$ cat src/rtl/jt51_timer_ctrl.sv
// Host-bus register front end for the JT51 timer pair: decodes the two-port
// bus, holds timer registers 0x10/0x11/0x12/0x14 and returns the status byte.
module jt51_timer_ctrl #(
    parameter int BUSY_CYC = 32
) (
    input  logic       rst,
    input  logic       clk,
    input  logic       cen,
    input  logic       cs_n,
    input  logic       wr_n,
    input  logic       a0,
    input  logic [7:0] din,
    output logic [7:0] dout,
    input  logic       flag_A,
    input  logic       flag_B,
    output logic [9:0] value_A,
    output logic [7:0] value_B,
    output logic       load_A,
    output logic       load_B,
    output logic       enable_irq_A,
    output logic       enable_irq_B,
    output logic       clr_flag_A,
    output logic       clr_flag_B,
    output logic       csm,
    output logic       busy
);

    localparam int CW = $clog2(BUSY_CYC + 1);
    localparam logic [CW-1:0] BUSY_LOAD = CW'(BUSY_CYC);

    logic [7:0]    addr;
    logic [CW-1:0] busy_cnt;
    logic          strobe_prev;
    logic          armed;
    logic          strobe_idle;
    logic          wr_event;
    logic          data_wr;

    // armed stays low until the strobe has been seen idle after reset, so a
    // strobe still held low across reset release never produces an event.
    assign strobe_idle = cs_n | wr_n;
    assign wr_event    = ~strobe_idle & strobe_prev & armed;
    assign data_wr     = wr_event & a0;
    assign busy        = (busy_cnt != '0);

    always_ff @(posedge clk or posedge rst) begin
        if (rst) begin
            strobe_prev  <= 1'b1;
            armed        <= 1'b0;
            addr         <= 8'h00;
            value_A      <= 10'h000;
            value_B      <= 8'h00;
            load_A       <= 1'b0;
            load_B       <= 1'b0;
            enable_irq_A <= 1'b0;
            enable_irq_B <= 1'b0;
            clr_flag_A   <= 1'b0;
            clr_flag_B   <= 1'b0;
            csm          <= 1'b0;
        end else begin
            strobe_prev <= strobe_idle;
            if (strobe_idle) begin
                armed <= 1'b1;
            end
            clr_flag_A <= 1'b0;
            clr_flag_B <= 1'b0;
            if (wr_event && !a0) begin
                addr <= din;
            end
            if (data_wr) begin
                case (addr)
                    8'h10: value_A[9:2] <= din;
                    8'h11: value_A[1:0] <= din[1:0];
                    8'h12: value_B      <= din;
                    8'h14: begin
                        load_A       <= din[0];
                        load_B       <= din[1];
                        enable_irq_A <= din[2];
                        enable_irq_B <= din[3];
                        clr_flag_A   <= din[4];
                        clr_flag_B   <= din[5];
                        csm          <= din[7];
                    end
                    default: ;
                endcase
            end
        end
    end

    // A data write reloads the counter even if a cen arrives on the same edge.
    always_ff @(posedge clk or posedge rst) begin
        if (rst) begin
            busy_cnt <= '0;
        end else if (data_wr) begin
            busy_cnt <= BUSY_LOAD;
        end else if (cen && busy_cnt != '0) begin
            busy_cnt <= busy_cnt - CW'(1);
        end
    end

    always_ff @(posedge clk or posedge rst) begin
        if (rst) begin
            dout <= 8'h00;
        end else begin
            dout <= {busy, 5'b00000, flag_B, flag_A};
        end
    end

endmodule
$ cat config.mk
export PLATFORM = sky130hd
export DESIGN_NAME = jt51_timer_ctrl
export DESIGN_NICKNAME = d
export VERILOG_FILES = /design/src/rtl/jt51_timer_ctrl.sv
export SDC_FILE = /design/constraint.sdc
export NUM_CORES = 1
export LEC_CHECK = 0
export ABC_CLOCK_PERIOD_IN_PS = 3400
export CORE_MARGIN = 10
export CORE_UTILIZATION = 40
export DETAILED_ROUTE_END_ITERATION = 16
export GPL_ROUTABILITY_DRIVEN = 0
export PLACE_DENSITY = 0.72
export SLEW_MARGIN = 20
export SYNTH_ARGS = -nofsm -noshare
export SYNTH_HDL_FRONTEND = slang
export SYNTH_SLANG_ARGS = --single-unit
$ cat constraint.sdc
create_clock -name clk -period 3.4 [get_ports clk]
set_input_delay 0.68 -clock clk [delete_from_list [all_inputs] [get_ports clk]]
set_output_delay 0.68 -clock clk [all_outputs]
set_load 0.02 [all_outputs]
; ---- Yosys cells after proc, flatten, opt, wreduce, memory -nomap -nowiden
; Cells that the tools add are included.
[word_totals]
regBits = 44
latch_bits = 0
ram_bits = 0
romBits = 0
inputBits = 16
out_inout_bits = 34
elab_cells = 40
memories = 0
[op_classes]
addsub = 1
multipliers = 0
div = 0
order_cmp = 0
eq_ne = 4
shifts = 0
muxes = 6
bitwise = 5
n_reduce_logical = 9
[ops]
columns = op, n
row1 = 8-bit by 5-bit equality test with 1-bit output (second input constant), 4
row2 = 6-bit 2-to-1 mux, 2
row3 = 2-bit AND reduction, 4
row4 = 6-bit nonzero test, 1
row5 = 6-bit by 1-bit subtractor with 6-bit output (second input constant), 1
row6 = 1-bit 2-to-1 mux, 4
row7 = 1-bit AND, 3
row8 = 1-bit logical AND, 2
row9 = 2-bit nonzero test, 1
row10 = 1-bit logical NOT, 1
row11 = 1-bit NOT, 1
row12 = 1-bit OR, 1

; ---- Depth between registers and ports, before layout
; Gate-level depths: netlist (run 1).
[logic_depth]
word_depth = 6
mapped_depth = 5
depth_no_buf = 5

; ---- Least setup slack after synthesis (run 1)
; OpenSTA, ideal clock, no wires.
[synth_path]
path_kind = input -> register
start = in cs_n
end = reg value_B[0]
setup_ns = 0.125
t_arrival_ns = 1.608
required_ns = 3.275
slack_ns = 1.667
path_stages = 4
path_buffers = 1
cell_sequence = and4bb_2 > buf_4 > nand4_2 > mux2_2
[synth_via]
elab_chain_len = 6
[synth_lines]
columns = item, line
row1 = start: declaration, 9  ; input logic cs_n,
row2 = 1-bit OR, 41  ; assign strobe_idle = cs_n | wr_n;
row3 = 1-bit NOT, 42  ; assign wr_event = ~strobe_idle & strobe_prev & armed;
row4 = 1-bit AND (2 in series), 42
row5 = 1-bit AND, 43  ; assign data_wr = wr_event & a0;
row6 = 2-bit AND reduction (no line), --
row7 = end signal: assignment, 74  ; 8'h12: value_B <= din;
row8 = end: declaration, 17  ; output logic [7:0] value_B,
; Every way passes these cells.
; A chain may end at the register's enable or synchronous reset.

; ---- Worst setup path after layout (run 1)
[layout_path]
start = reg busy_cnt[0]
end = out busy
[layout_via]
elab_chain_len = 1
[layout_lines]
columns = item, line
row1 = start: declaration, 32  ; logic [CW-1:0] busy_cnt;
row2 = start signal: assignment, 97  ; busy_cnt <= busy_cnt - CW'(1);
row3 = 6-bit nonzero test, 44  ; assign busy = (busy_cnt != '0);
row4 = end: declaration, 25  ; output logic busy
; Every way passes these cells.

==> qor.csv, run 1 <==
stage;metric;value;unit
status;status;complete, no violations;
power;p_leak;1.107;nW
route;first_iter_violations;84;
synth;yosys.area_share.simple;12.75;%
global_route;antenna_found_initial;0;
die;fp.dieArea;7856;sq um
synth;synth_warnings;0;
clock_tree;cts_tree;yes;
critical_path;crit_start;busy_cnt[0];
place;dp_hpwl;3.172;mm
synth;synth_edf_count;0;
synth;synth.area.top_cells;dfrtp_1 (57%), mux2_2 (20%), buf_4 (2.4%), a21oi_1 (1.9%), dfstp_2 (1.4%);
synth;async_reset_ff_share;100.0;%
critical_path;end_kind;output port;
timing;min_period;2.645;ns
route;wl;4.188;mm
layout;synthToLayoutAreaGrowth;30.35;%
synth;postSynthCellCount;131;
synth;ys_seq_elements;44;
clock_tree;clkSinkCount;44;
global_route;overflow;0;
clock_tree;clock-root-buffer;clkbuf_8;
flow_run;drv_cap;0;
timing;worst_pin_slew;0.5910;ns
clock_tree;numCtsBuffers;5;
clock_tree;post_cts_buffers;0;
place;dp_cells;225;
clock_tree;cts_resized;0;
timing;max_freq;0.3781;GHz
global_route;grt_max_degree;29;
global_route;grt_usage;11.58;%
critical_path;crit_fanout;5;
die;coreArea;4444;sq um
critical_path;worstSetupPathType;reg -> out;
synth;synth.area.mux_share;19.72;%
clock_tree;clkTransAtPathRegs;0.08;ns
global_route;grt_pass1_wl;6.962;mm
global_route;grt_pass1_vias;1354;
synth;yosysMostFrequentCell;dfrtp_1;
critical_path;slowest_delay;0.56;ns
power;p_seq_share;50.4;%
clock_tree;htreeDepth;2;
power;max-vdd-ir-drop;218.8;uV
critical_path;cpMaxStageDelayCell;clkdlybuf4s50_1;
timing;rsz0062_at_grt;no;
route;remaining_drc_errors;0;
timing;finalSetupViolCount;0;
critical_path;r2r-end;value_B[4];
route;routedWlPerCell;17.97;microns
route;dr.pass1.iters;4;
synth;synth_compound_area_share;4.250;%
critical_path;r2r_slack;1.62;ns
clock_tree;cts_hold_buf;0;
synth;synth_top_family_by_area;multiplexers;
synth;synthAdderAreaFrac;1.328;%
synth;syn-cell-area;1884;sq um
critical_path;worst-r2r-cell-count;3;
timing;fin_crit_sh;77.79;%
critical_path;crit_required;2.72;ns
power;clock_power_share;25.7;%
synth;synth_top_area_cell;dfrtp_1;
hold_path;hold_class;reg -> reg;
critical_path;startpoint_type;register;
synth;synth-xor-area-share;0;%
synth;yosysTopAreaCellShare;57.10;%
timing;slew_headroom;60.54;%
power;p_per_area;542.0;nW/um^2
power;internal-power;0.0009222;W
layout;diodes;0;
layout;drive_above_1_share;27.62;%
place;io_buffers;44;
layout;nFillCells;383;
timing;final_hold_viol_count;0;
route;ant_nets;0;
die;initial_core_util;42.40;%
clock_tree;clk_latency;0.30;ns
synth;ys_seq_area_share;58.50;%
timing;slew_violations;0;
die;die_height;88.64;microns
critical_path;crit_chain;inv_1 > ha_1 > nor2b_1 > nand2_1 > clkdlybuf4s50_1;
timing;tns;0;ns
synth;synth_common_cells;dfrtp_1 (43), mux2_2 (33), a21oi_1 (7), buf_4 (6);
critical_path;rr_startpoint;addr[3];
die;ios;50;
synth;avgSynthCellArea;14.38;sq um
route;avgViaCountPerCell;5.193;
layout;nets;198;
die;rows;24;
power;switching_share;30.72;%
clock_tree;cts_max_path_buffers;2;
timing;finClkSkew;0.005850;ns
layout;stdcell_count;233;
die;die_w;88.64;microns
synth;synth_cell_type_count;33;
route;vias;1210;
synth;yosys_most_used_dff;dfrtp_1;
power;power_frac_comb;23.9;%
critical_path;worstPathArrival;1.96;ns
power;switchingPower;0.0004090;W
critical_path;endpoint;busy;
-- cell families after synthesis --
group | Yosys count
adder cells (fa/ha/maj) | 2
other | 1
AND/OR/NAND/NOR | 28
multiplexers | 33
AO/OA/AOI/OAI | 13
buffers and inverters | 10
flip-flops | 44
-- worst min path at each step --
| stage | depth (start not counted) | to | slack (ns) | from |
|---|---|---|---|---|
| 6_report | 1 | armed | 0.50 | armed |
| 3_5_place_dp | 1 | armed | 0.48 | armed |
| 4_1_cts | 1 | armed | 0.50 | armed |
| 5_1_grt | 1 | value_B[3] | 0.53 | value_B[3] |
| 2_1_floorplan | 1 | armed | 0.45 | armed |
| 3_3_place_gp | 1 | armed | 0.47 | armed |
-- sequential cells by signal, summed over array words and instances, names as in the netlist, 3 cells and up --
register / count
addr: 8
busy_cnt: 6
dout: 3
value_A: 10
value_B: 8
-- area by class of cell --
class,instances,area (sq um),share of cell area [%]
multi-input cells,81,735.7,29.95
clock buffers,7,86.33,3.515
inverters,3,11.26,0.4585
clock inverters,1,7.507,0.3057
well taps,52,65.06,2.649
flip-flops and latches,44,1102,44.88
repair buffers,45,447.9,18.24
-- worst max-delay path, delay by kind of cell (launching register included) --
kind / cells / cell delay (ns)
buf+inv: 2 / 0.67
flops: 1 / 0.41
simple gates: 2 / 0.40
fa+ha+maj: 1 / 0.18
-- cell usage in the layout, fill, tap and decap left out, drive strengths merged, types with 2 or more instances in the layout --
cell	instances
clkdlybuf4s50	44
nor4b	2
ha	2
and2	3
a21oi	7
o21ai	2
nor4bb	2
nand2	3
nand4	4
or3	3
conb	5
mux2	33
inv	3
dfrtp	43
clkbuf	7
-- through the flow --
step	hold WS (ns)	setup WS, ns	total power [W]	utilization, %	cell area [sq um]
after CTS	0.5014	0.7382	0.001342	55.26	2456
after floorplan	0.4480	1.667	0.0008751	-	1899
after detailed placement	0.4767	0.9372	0.0009988	53.15	2362
after global placement	0.4700	1.001	0.0009695	53.15	2362
final	0.5015	0.7551	0.001331	55.26	2456
after global routing	0.5291	0.6065	0.001410	55.26	2456
-- power by group through the flow --
stage	combinational (W)	clock (W)	sequential (W)
2_1_floorplan	0.000188	0	0.000687
3_3_place_gp	0.000299	0	0.000670
3_5_place_dp	0.000319	0	0.000680
4_1_cts	0.000321	0.000352	0.000669
5_1_grt	0.000355	0.000376	0.000679
6_report	0.000318	0.000343	0.000671
-- metal layers --
| metal | up-vias | track usage (%) | part of all wire (%) |
|---|---|---|---|
| met5 | - | 0 | 0 |
| met4 | 0 | 4.846 | 1.3 |
| met3 | 8 | 5.055 | 9.0 |
| met2 | 37 | 20.01 | 51 |
| met1 | 602 | 12.02 | 39 |
| li1 | 563 | - | - |
Note: power is estimated with default switching activity, not from simulation.
==> run 2, diff against run 1 <==
- ABC_CLOCK_PERIOD_IN_PS: 3400 -> 2300
- PLACE_DENSITY: 0.72 -> 0.75
- clock period: 3.4 -> 2.3 ns (I/O delays scaled with it)
==> qor.csv, run 2 (synthesis gave the netlist of run 1 again) <==
stage;metric;value;unit;change
route;met1_length;1.594;mm;-2.3%
layout;regMostFlops;value_A;;
critical_path;end_kind;output port;;
die;ios;50;;unchanged
power;max-vdd-ir-drop;488.9;uV;+120%
critical_path;crit_required;1.84;ns;-0.88 ns
critical_path;rr_startpoint;strobe_prev;;
power;p_per_area;826.6;nW/um^2;+53%
global_route;grt_pass1_wl;6.927;mm;-0.50%
critical_path;worstPathArrival;1.66;ns;-0.30 ns
place;dp_hpwl;3.065;mm;-3.4%
global_route;antenna_found_initial;0;;unchanged
timing;rsz0062_at_grt;no;;
clock_tree;clk_latency;0.30;ns;about the same
place;io_buffers;44;;unchanged
route;wl;4.093;mm;-2.3%
route;remaining_drc_errors;0;;unchanged
flow_run;drv_cap;0;;unchanged
timing;final_hold_viol_count;0;;unchanged
route;avgViaCountPerCell;5.266;;+1.4%
global_route;overflow;0;;unchanged
clock_tree;cts_max_path_buffers;2;;unchanged
clock_tree;clkSinkCount;44;;unchanged
route;top_layer_used;met4;;
timing;finClkSkew;0.005210;ns;-0.0006401 ns
global_route;grt_usage;11.42;%;-0.16 points
power;switching_share;29.65;%;-1.1 points
timing;tns;0;ns;unchanged
die;fp.dieArea;7856;sq um;unchanged
layout;drive_above_1_share;28.18;%;+0.55 points
die;initial_core_util;42.40;%;unchanged
power;power_frac_comb;22.8;%;-1.1 points
layout;diodes;0;;unchanged
critical_path;worstSetupPathType;reg -> out;;
critical_path;worst-r2r-cell-count;3;;unchanged
layout;nets;198;;unchanged
power;p_seq_share;48.1;%;-2.3 points
hold_path;hold_class;in -> async;;
timing;min_period;2.117;ns;
power;switchingPower;0.0006107;W;+49%
route;ant_nets;0;;unchanged
route;dr.pass1.iters;4;;unchanged
layout;largest_reg_flops;10;;unchanged
critical_path;r2r-end;value_B[7];;
global_route;grt_pass1_vias;1397;;+3.2%
timing;max_freq;0.4725;GHz;
die;die_w;88.64;microns;unchanged
clock_tree;htreeDepth;2;;unchanged
power;internal-power;0.001449;W;+57%
die;die_height;88.64;microns;unchanged
timing;finalSetupViolCount;0;;unchanged
layout;reg_top3;value_A (10), addr (8), value_B (8);;
route;wl_met2;2.092;mm;-1.4%
critical_path;startpoint_type;register;;
clock_tree;cts_tree;yes;;
clock_tree;clock-root-buffer;clkbuf_8;;
power;p_leak;1.118;nW;+0.99%
power;clock_power_share;29.1;%;+3.4 points
die;coreArea;4444;sq um;unchanged
global_route;grt_max_degree;45;;+55%
route;dr_wl_met3;343;microns;-9.5%
status;status;complete, no violations;;
layout;fin_util;56.05;%;+0.79 points
layout;final_cell_mix;dfrtp_1 (43), clkdlybuf4s50_1 (43), mux2_2 (33);;
route;vias;1227;;+1.4%
critical_path;crit_fanout;5;;unchanged
clock_tree;post_cts_buffers;0;;unchanged
timing;fin_crit_sh;92.02;%;
route;first_iter_violations;39;;-54%
die;rows;24;;unchanged
clock_tree;clkTransAtPathRegs;0.08;ns;about the same
critical_path;r2r_slack;0.53;ns;-1.09 ns
route;routedWlPerCell;17.57;microns;-2.3%
layout;synthToLayoutAreaGrowth;32.20;%;
timing;slew_violations;0;;unchanged
clock_tree;numCtsBuffers;5;;unchanged
[run 2: timing repair]
action                                  4_1_cts  5_1_grt
hold buffers                                  0        0
endpoints found under the setup margin        1        0
resized for setup                             2        0
[run 2: worst max-delay path by stage]
stage	from	slack [ns]	cells past startpoint	to
6_report	busy_cnt[0]	0.18	5	busy
5_1_grt	busy_cnt[0]	0.05	5	busy
4_1_cts	busy_cnt[0]	0.17	5	busy
3_5_place_dp	wr_n	0.06	4	value_B[7]
3_3_place_gp	cs_n	0.11	4	value_B[6]
2_1_floorplan	cs_n	0.79	4	value_B[0]
[run 2: final cells by class]
class | count | area, sq um
inverter | 3 | 11.26
multi-input combinational | 81 | 738.2
sequential | 44 | 1102
fill | 351 | 1953
timing repair buffer | 45 | 459.2
clock buffer | 5 | 68.82
tap | 52 | 65.06
clock inverter | 3 | 46.29
[run 2: critical path, stage by stage (launching register included)]
cell	delay [ns]
dfrtp_1	0.40
inv_1	0.11
ha_1	0.18
nor2b_2	0.23
nand2_1	0.10
dlygate4sd2_1	0.34
[run 2: per-stage QoR]
stage | hold slack, ns | instances | cell area (sq um) | total power [W] | setup WS (ns)
2_1_floorplan | 0.4480 | 135 | 1899 | 0.001294 | 0.7874
6_report | 0.5044 | 233 | 2491 | 0.002059 | 0.1835
5_1_grt | 0.5308 | 233 | 2491 | 0.002185 | 0.04972
3_5_place_dp | 0.4827 | 225 | 2375 | 0.001475 | 0.05777
3_3_place_gp | 0.4691 | 225 | 2375 | 0.001434 | 0.1068
4_1_cts | 0.5096 | 233 | 2491 | 0.002080 | 0.1695
[run 2: power by group through the flow]
stage | registers (W) | clock network [W] | logic (W)
after floorplan | 0.00102 | 0 | 0.000278
after global placement | 0.000990 | 0 | 0.000444
after detailed placement | 0.00100 | 0 | 0.000472
after CTS | 0.000988 | 0.000618 | 0.000474
after global routing | 0.00101 | 0.000657 | 0.000522
final | 0.000990 | 0.000600 | 0.000470
[run 2: layer usage]
metal / GRT usage [%] / vias up
met3: 4.871 / 7
met1: 11.95 / 616
li1: - / 568
met2: 19.88 / 36
met4: 4.405 / 0
met5: 0 / -
